[config.mk]
export PLATFORM = sky130hd
export DESIGN_NAME = step_pulse_gen
export DESIGN_NICKNAME = d
export VERILOG_FILES = /design/src/rtl/step_pulse_gen_pkg.sv /design/src/rtl/step_pulse_gen_timer.sv /design/src/rtl/step_pulse_gen.sv
export SDC_FILE = /design/constraint.sdc
export NUM_CORES = 1
export LEC_CHECK = 0
export CAP_MARGIN = 40
export CORE_MARGIN = 10
export CORE_UTILIZATION = 47
export DETAILED_ROUTE_END_ITERATION = 10
export HOLD_SLACK_MARGIN = 0.12
export MAX_ROUTING_LAYER = met4
export PLACE_DENSITY = 0.67
export REMOVE_ABC_BUFFERS = 1
export SYNTH_ARGS = -nofsm -noshare
export SYNTH_HDL_FRONTEND = slang
export SYNTH_SLANG_ARGS = --single-unit
[constraint.sdc]
create_clock -name clk -period 4.3 [get_ports clk]
set_clock_uncertainty 0.2 [all_clocks]
set_input_delay 0.645 -clock clk [delete_from_list [all_inputs] [get_ports clk]]
set_output_delay 0.645 -clock clk [all_outputs]
set_load 0.01 [all_outputs]
[src/rtl/step_pulse_gen_pkg.sv]
// Shared types for the stepper pulse generator: FSM state encoding and the
// period/position word types.
package step_pkg;

    localparam int WIDTH_WORK = 16;

    typedef enum logic [1:0] {
        IDLE,
        DIR_WAIT,
        HIGH,
        LOW
    } step_state_e;

    typedef logic [WIDTH_WORK-1:0]        period_t;
    typedef logic signed [WIDTH_WORK-1:0] position_t;

endpackage

[src/rtl/step_pulse_gen_timer.sv]
// Loadable down counter with a zero flag; one instance times the DIR_WAIT,
// HIGH and LOW phases of the step generator.
module step_timer #(
    parameter int W = 16
) (
    input  logic         clk,
    input  logic         rst,
    input  logic         load,
    input  logic [W-1:0] load_val,
    output logic         zero
);

    logic [W-1:0] cnt_q, cnt_d;

    assign zero = (cnt_q == '0);

    always_comb begin
        cnt_d = cnt_q;
        if (load) begin
            cnt_d = load_val;
        end else if (!zero) begin
            cnt_d = cnt_q - W'(1);
        end
    end

    always_ff @(posedge clk or posedge rst) begin
        if (rst) begin
            cnt_q <= '0;
        end else begin
            cnt_q <= cnt_d;
        end
    end

endmodule

[src/rtl/step_pulse_gen.sv]
// Stepper pulse generator: atomic step pulses at the commanded period with
// direction setup and a wrapping signed position count. Optional STEP_RAMP_EN.
module step_pulse_gen
    import step_pkg::*;
#(
    parameter int PULSE_W    = 50,
    parameter int DIR_SETUP  = 250,
`ifdef STEP_RAMP_EN
    parameter int RAMP_STEP  = 16,
    parameter int RAMP_START = 4000,
`endif
    parameter int N_MIN      = 100
) (
    input  logic      clk,
    input  logic      rst,
    input  logic      enable,
    input  logic      dir_in,
    input  period_t   period_in,
    input  logic      period_valid,
    input  logic      pos_clear,
    output logic      step_out,
    output logic      dir_out,
    output logic      busy,
    output position_t position
);

    localparam period_t N_MIN_P = period_t'(N_MIN);

    // state    | meaning
    // IDLE     | stopped, waiting for enable with a non-zero target
    // DIR_WAIT | dir_out updated, step held low for the setup time
    // HIGH     | step pulse high for PULSE_W cycles
    // LOW      | step low for the rest of the effective period
    step_state_e state_q, state_d;
    logic        step_q, step_d;
    logic        dir_q, dir_d;
    period_t     target_q, target_d;
    period_t     eff_q, eff_d;
    position_t   pos_q, pos_d;

    logic        enter_high;
    logic        tmr_load;
    period_t     tmr_val;
    logic        tmr_zero;
    period_t     step_period;

`ifdef STEP_RAMP_EN
    logic hold_q, hold_d;

    function automatic period_t ramp_toward(input period_t cur, input period_t tgt);
        period_t rs;
        rs = period_t'(RAMP_STEP);
        if (cur > tgt) begin
            return ((cur - tgt) > rs) ? cur - rs : tgt;
        end
        return ((tgt - cur) > rs) ? cur + rs : tgt;
    endfunction
`endif

    function automatic period_t clamp_period(input period_t p);
        if (p == '0) begin
            return '0;
        end else if (p < N_MIN_P) begin
            return N_MIN_P;
        end
        return p;
    endfunction

    // A target dropped to zero during DIR_WAIT still needs a legal LOW length.
    assign step_period = (target_q == '0) ? N_MIN_P : target_q;

    step_timer #(.W(WIDTH_WORK)) u_timer (
        .clk      (clk),
        .rst      (rst),
        .load     (tmr_load),
        .load_val (tmr_val),
        .zero     (tmr_zero)
    );

    always_comb begin
        state_d    = state_q;
        dir_d      = dir_q;
        eff_d      = eff_q;
        pos_d      = pos_q;
        tmr_load   = 1'b0;
        tmr_val    = '0;
        enter_high = 1'b0;
        target_d   = period_valid ? clamp_period(period_in) : target_q;
`ifdef STEP_RAMP_EN
        hold_d     = hold_q;
`endif

        case (state_q)
            IDLE: begin
                if (enable && (target_q != '0)) begin
                    if (dir_in != dir_q) begin
                        state_d  = DIR_WAIT;
                        dir_d    = dir_in;
                        tmr_load = 1'b1;
                        tmr_val  = period_t'(DIR_SETUP - 1);
                    end else begin
                        enter_high = 1'b1;
                    end
                end
            end
            DIR_WAIT: begin
                if (tmr_zero) begin
                    enter_high = 1'b1;
                end
            end
            HIGH: begin
                if (tmr_zero) begin
                    state_d  = LOW;
                    tmr_load = 1'b1;
                    tmr_val  = eff_q - period_t'(PULSE_W + 1);
                end
            end
            LOW: begin
                if (tmr_zero) begin
                    if (!enable || (target_q == '0)) begin
                        state_d = IDLE;
                    end else if (dir_in != dir_q) begin
                        state_d  = DIR_WAIT;
                        dir_d    = dir_in;
                        tmr_load = 1'b1;
                        tmr_val  = period_t'(DIR_SETUP - 1);
                    end else begin
                        enter_high = 1'b1;
                    end
                end
            end
            default: state_d = IDLE;
        endcase

        if (enter_high) begin
            state_d  = HIGH;
            tmr_load = 1'b1;
            tmr_val  = period_t'(PULSE_W - 1);
            pos_d    = dir_q ? pos_q + position_t'(1) : pos_q - position_t'(1);
        end

`ifdef STEP_RAMP_EN
        // The IDLE-exit period is used as-is by the first pulse, ramping after.
        if ((state_q == IDLE) && (state_d != IDLE)) begin
            eff_d  = (target_q > period_t'(RAMP_START)) ? target_q : period_t'(RAMP_START);
            hold_d = (state_d == DIR_WAIT);
        end else if (enter_high) begin
            if (hold_q) begin
                hold_d = 1'b0;
            end else if (target_q != '0) begin
                eff_d = ramp_toward(eff_q, target_q);
            end
        end
`else
        if (enter_high) begin
            eff_d = step_period;
        end
`endif

        if (pos_clear) begin
            pos_d = '0;
        end

        step_d = (state_d == HIGH);
    end

    always_ff @(posedge clk or posedge rst) begin
        if (rst) begin
            state_q  <= IDLE;
            step_q   <= 1'b0;
            dir_q    <= 1'b0;
            target_q <= '0;
            eff_q    <= '0;
            pos_q    <= '0;
`ifdef STEP_RAMP_EN
            hold_q   <= 1'b0;
`endif
        end else begin
            state_q  <= state_d;
            step_q   <= step_d;
            dir_q    <= dir_d;
            target_q <= target_d;
            eff_q    <= eff_d;
            pos_q    <= pos_d;
`ifdef STEP_RAMP_EN
            hold_q   <= hold_d;
`endif
        end
    end

    assign step_out = step_q;
    assign dir_out  = dir_q;
    assign busy     = (state_q != IDLE);
    assign position = pos_q;

endmodule
# --- After elaboration in Yosys (flattened, before gate mapping) ---
# Index checks and enable logic that the tools add are counted.
# Widths: inputs -> output; s select.
classes:
  add_sub_neg: 4
  magnitude_cmp: 1
  n_eq_ne: 9
  n_mux: 42
  reduce_logical: 12
op_table:
  columns: ["cell", "n"]
  rows:
  - ["$mux 16", 13]
  - ["$logic_not 16->1", 3]
  - ["$pmux 16 s3", 1]
  - ["$add 16x2->16 const B", 1]
  - ["$lt 16x7->1 const B", 1]
  - ["$mux 1", 16]
  - ["$mux 8", 2]
  - ["$reduce_bool 16->1", 1]
  - ["$sub 16x1->16 const B", 1]
  - ["$sub 16x2->16 const B", 1]
  - ["$sub 16x6->16 const B", 1]
  - ["$mux 2", 6]
  - ["$ne 2x2->1 const B", 4]
  - ["$eq 2x2->1 const B", 3]
  - ["$pmux 1 s3", 2]
  - ["$pmux 2 s3", 1]
  - ["$reduce_bool 2->1", 3]
  - ["$reduce_and 4->1", 1]
  - ["$eq 2x1->1 const B", 1]
  - ["$logic_not 2->1", 1]
  - ["$pmux 1 s2", 1]
  - ["$logic_and 1x1->1", 1]
  - ["$logic_not 1->1", 1]
  - ["$logic_or 1x1->1", 1]
  - ["$ne 1x1->1", 1]
word_totals:
  register_bits: 68
  out_inout_bits: 19

# --- Logic depth before layout (Yosys ltp) ---
logic_depth:
  ltp_word: 7
  mapped_depth: 9
  mapped_depth_nobuf: 8

# --- Cells and area by module ---
# A second synthesis with hierarchy kept.
unflattened:
  hier_cells: 486
  area_unflattened_um2: 4272.8
by_module_without_submodules:
  columns: ["module", "instances", "cells_each", "area_per_inst_um2"]
  rows:
  - ["step_pulse_gen", 1, 376, 3238.1]
  - ["step_timer", 1, 110, 1034.7]

# --- Worst setup path after synthesis ---
# Ideal clock, no wire load.
synth_path:
  path_type: "register -> register"
  startpoint: "reg dir_q, in the netlist dir_out"
  endpoint: "reg pos_q[11], in the netlist position[11]"
  setup_ns: 0.136
  t_arrival_ns: 2.361
  required_ns: 3.964
  slack_ns: 1.603
  stages_incl_launch_ff: 9
  n_path_buf: 0
  synth_period_minus_slack_ns: 2.697
  cell_sequence: "dfrtp_1 -> inv_1 -> ha_1 -> a211o_1 -> and4_1 -> o2111a_1 -> or3_1 -> nand3_1 -> a21oi_1"
synth_via:
  elab_chain_len: 6
  word_cells_on_any_way: 10
  cone_classes: "eq/ne (1); mux (8); reduce/logical (1)"
synth_rtl:
  columns: ["element", "line", "text"]
  rows:
  - ["from (decl)", "step_pulse_gen.sv:36", "logic dir_q, dir_d;"]
  - ["from (signal assigned)", "step_pulse_gen.sv:181", "dir_q <= dir_d;"]
  - ["$ne 1x1->1", "step_pulse_gen.sv:96, step_pulse_gen.sv:122", null]
  - ["$mux 1", "step_pulse_gen.sv:96, step_pulse_gen.sv:122", null]
  - ["$mux 1", "step_pulse_gen.sv:120", "if (!enable || (target_q == '0)) begin"]
  - ["$mux 1", "step_pulse_gen.sv:119", "if (tmr_zero) begin"]
  - ["$pmux 1 s3", "step_pulse_gen.sv:93", "case (state_q)"]
  - ["$reduce_bool 2->1 (no line)", null, null]
  - ["to (signal assigned)", "step_pulse_gen.sv:184", "pos_q <= pos_d;"]
  - ["to (decl)", "step_pulse_gen.sv:39", "position_t pos_q, pos_d;"]
# Several ways; a longest one is shown, not always the timed one. The select of a mux whose other input is x is not followed.
# A chain may end at the register's enable or synchronous reset.

# --- Final worst setup path ---
layout_path:
  startpoint: "reg dir_q, in the netlist dir_out"
  endpoint: "reg pos_q[15], in the netlist position[15]"
# The elaborated chain is that of the path after synthesis.

==> run metrics <==
run status=finished, final reports clean; Post-synth EDFFs=0; max_slew headroom=between 40 and 50%; clock sink count=68; remaining antenna violation count=0; fraction of registers with async set/reset=between 90% and 100%; upper clock frequency limit=about 0.32 GHz; Worst IR Drop VDD=0.000180 V; CTS Buffer Depth=2; Initial DRC Count=186; worst reg2reg path startpoint=dir_out; CTS tree=yes; first-pass GRT wire length=17.0 mm; Worst-Skew Late Latency=0.35 ns; CTS Root Cell=clkbuf_8; crit-path max FO=17; minimum clock period=3.13 ns; Post-CTS Resized=0; Die X-Extent=approximately 110 um; Reg2Reg Depth=8; post-DR vias/cell=~5.7; Hold Fails Final Rpt=0; Syn Inst Count=479; max_cap viols=0; vias=3596; Hold Path End=eff_q[15]; hold crit path type=flop to flop; total track usage=about 16%; crit path capture type=flop; Data arrival, critical path=3.18 ns; mapped cell area=0.00423 mm^2; Wirelength per Cell=15.8 um; Primary FF master, synth=dfrtp_1; Seq/Total Area, Yosys=around two fifths; routability cong.=0.858; initial antenna violation count=0; DR DRC count=0; CTS Buf Count=9; Worst Path Class, Setup=flop to flop; syn avg cell area=slightly below 9 um^2; Layout Area Growth over Synthesis=16.2%; DRT Wirelength=9.91 mm; global route total overflow=0; antenna cell count=0; hold depth=2; WP data required=4.35 ns; Tcrit/Tclk final=roughly 73%; Cell Rows=34; total negative setup slack=0 ns; Power Dens Cells=roughly 510 mW/mm^2; Starting Density=48.3%; Final nets=556; ports placed on the boundary=41; slew at the pin closest to its max-slew limit=0.824 ns; Yosys warnings=0; P_leak=0.00214 uW; drt first pass iters=4; final core utilization=56.1%; vias in the first global route=3526; largest net degree at the start of global routing=42; Critical R2R Capture=position[15]; post-CTS setup buffer count=0; full die area=~0.013 mm^2; area of the core=0.00876 mm^2; most common cell after layout, fill and taps aside=nand2_1; IO buf count=40; Post-CTS Hold Buffers=0; fin. max-slew vios=0; Place WS=between 1 and 1.5 ns; Worst Slack Setup Final=1.17 ns; reg-to-reg slack, setup=1.17 ns; hpwl dp=7.45 mm; RSZ-0062 raised after global routing=no; Setup violations, final=0; share of cells above drive strength 1=under 10%; library cells used by synthesis=66; H-tree levels=3; Die H=115 um; Yosys reg bits=68; most frequent cells in the layout=87 x nand2_1, 68 x dfrtp_1, 40 x o21ai_0, 40 x clkdlybuf4s50_1, 31 x a21oi_1; # fillers=812; Setup crit start kind=flop; Reg clk slew, reported paths=about 0.080 ns; worst hold start=eff_q[15]
==> flip-flops by register name (all words and copies together) (netlist names) <==
register / flops
dir_out: 1
position: 16
step_out: 1
target_q: 16
eff_q: 16
u_timer.cnt_q: 16
state_q: 2
==> kinds of logic after synthesis <==
group,count (synthesis),share of synthesized area [%]
AND/OR/NAND/NOR,174,19.7
AO/OA/AOI/OAI,136,21.9
flip-flops,68,40.2
buffers and inverters,42,4.08
XOR/XNOR,37,7.65
adder cells (fa/ha/maj),18,5.50
multiplexers,4,1.06
==> layer usage <==
layer | global-route usage (%) | up-vias | wire (um)
li1 | - | 1803 | -
met3 | 3.23 | 8 | 467
met1 | 22.0 | 1688 | 5010
met2 | 23.6 | 97 | 4320
met5 | - | - | 0
met4 | 4.95 | 0 | 114
==> power by group <==
part           internal, uW  switching (uW)
clock                   277             280
combinational           438             491
sequential              802             197
total                  1520             968
==> per-stage QoR <==
| stage | power, uW | hold slack, ns | cells | cell area [um^2] |
|---|---|---|---|---|
| 3_5_place_dp | 1940 | 0.282 | 613 | 4710 |
| 3_3_place_gp | 1900 | 0.281 | 613 | 4710 |
| 2_1_floorplan | 1690 | 0.255 | 462 | 4160 |
| 4_1_cts | 2500 | 0.302 | 629 | 4920 |
| 6_report | 2480 | 0.309 | 629 | 4920 |
| 5_1_grt | 2680 | 0.351 | 629 | 4920 |
==> layout make-up <==
cell class	instances	area, um^2	area share (%)
clock inverters	7	81.3	1.65
well taps	108	135	2.75
clock buffers	9	124	2.52
flip-flops and latches	68	1700	34.6
inverters	25	93.8	1.91
repair buffers	43	423	8.60
multi-input cells	369	2360	48.0
==> worst max path at each step <==
stage                           start      endpoint  cells after the start
floorplan           u_timer.cnt_q[13]  position[12]                      6
global placement               enable   position[8]                      6
detailed placement            dir_out  position[15]                      8
CTS                           dir_out  position[15]                      8
global route                  dir_out  position[15]                      8
finish                        dir_out  position[15]                      8
==> critical path, cell delays in order (launching register included) <==
cell and delay (ns):
dfrtp_1 0.48, inv_1 0.35, ha_1 0.52, nand2_1 0.09, o21ai_0 0.50, a31oi_1 0.25
a2111oi_0 0.43, a311oi_1 0.10, o311ai_1 0.10
==> Yosys cell counts, drive strengths merged, types with 2 or more instances <==
cell,count,share of area [%]
nand2,87,7.7
dfrtp,68,40
o21ai,43,5.1
a21oi,33,4.1
nor2,27,2.4
inv,24,2.1
xnor2,23,4.8
ha,17,5.0
xor2,14,2.9
nor3,13,1.5
clkbuf,11,0.98
o22ai,11,1.6
or4,8,1.5
nand3,7,0.83
and3,6,0.89
buf,6,0.89
a21o,5,0.89
nor4,5,0.74
a221oi,4,0.83
a31oi,4,0.59
mux2,4,1.1
a211o,3,0.62
a22oi,3,0.53
and2,3,0.44
nand3b,3,0.53
nor4b,3,0.98
a211oi,2,0.35
a2bb2oi,2,0.41
a311oi,2,0.83
and4,2,0.41
nor2b,2,0.30
o211a,2,0.47
o211ai,2,0.35
o21a,2,0.35
o311ai,2,0.41
or2,2,0.30
or3,2,0.30
Power figures use the tool's default switching activity.
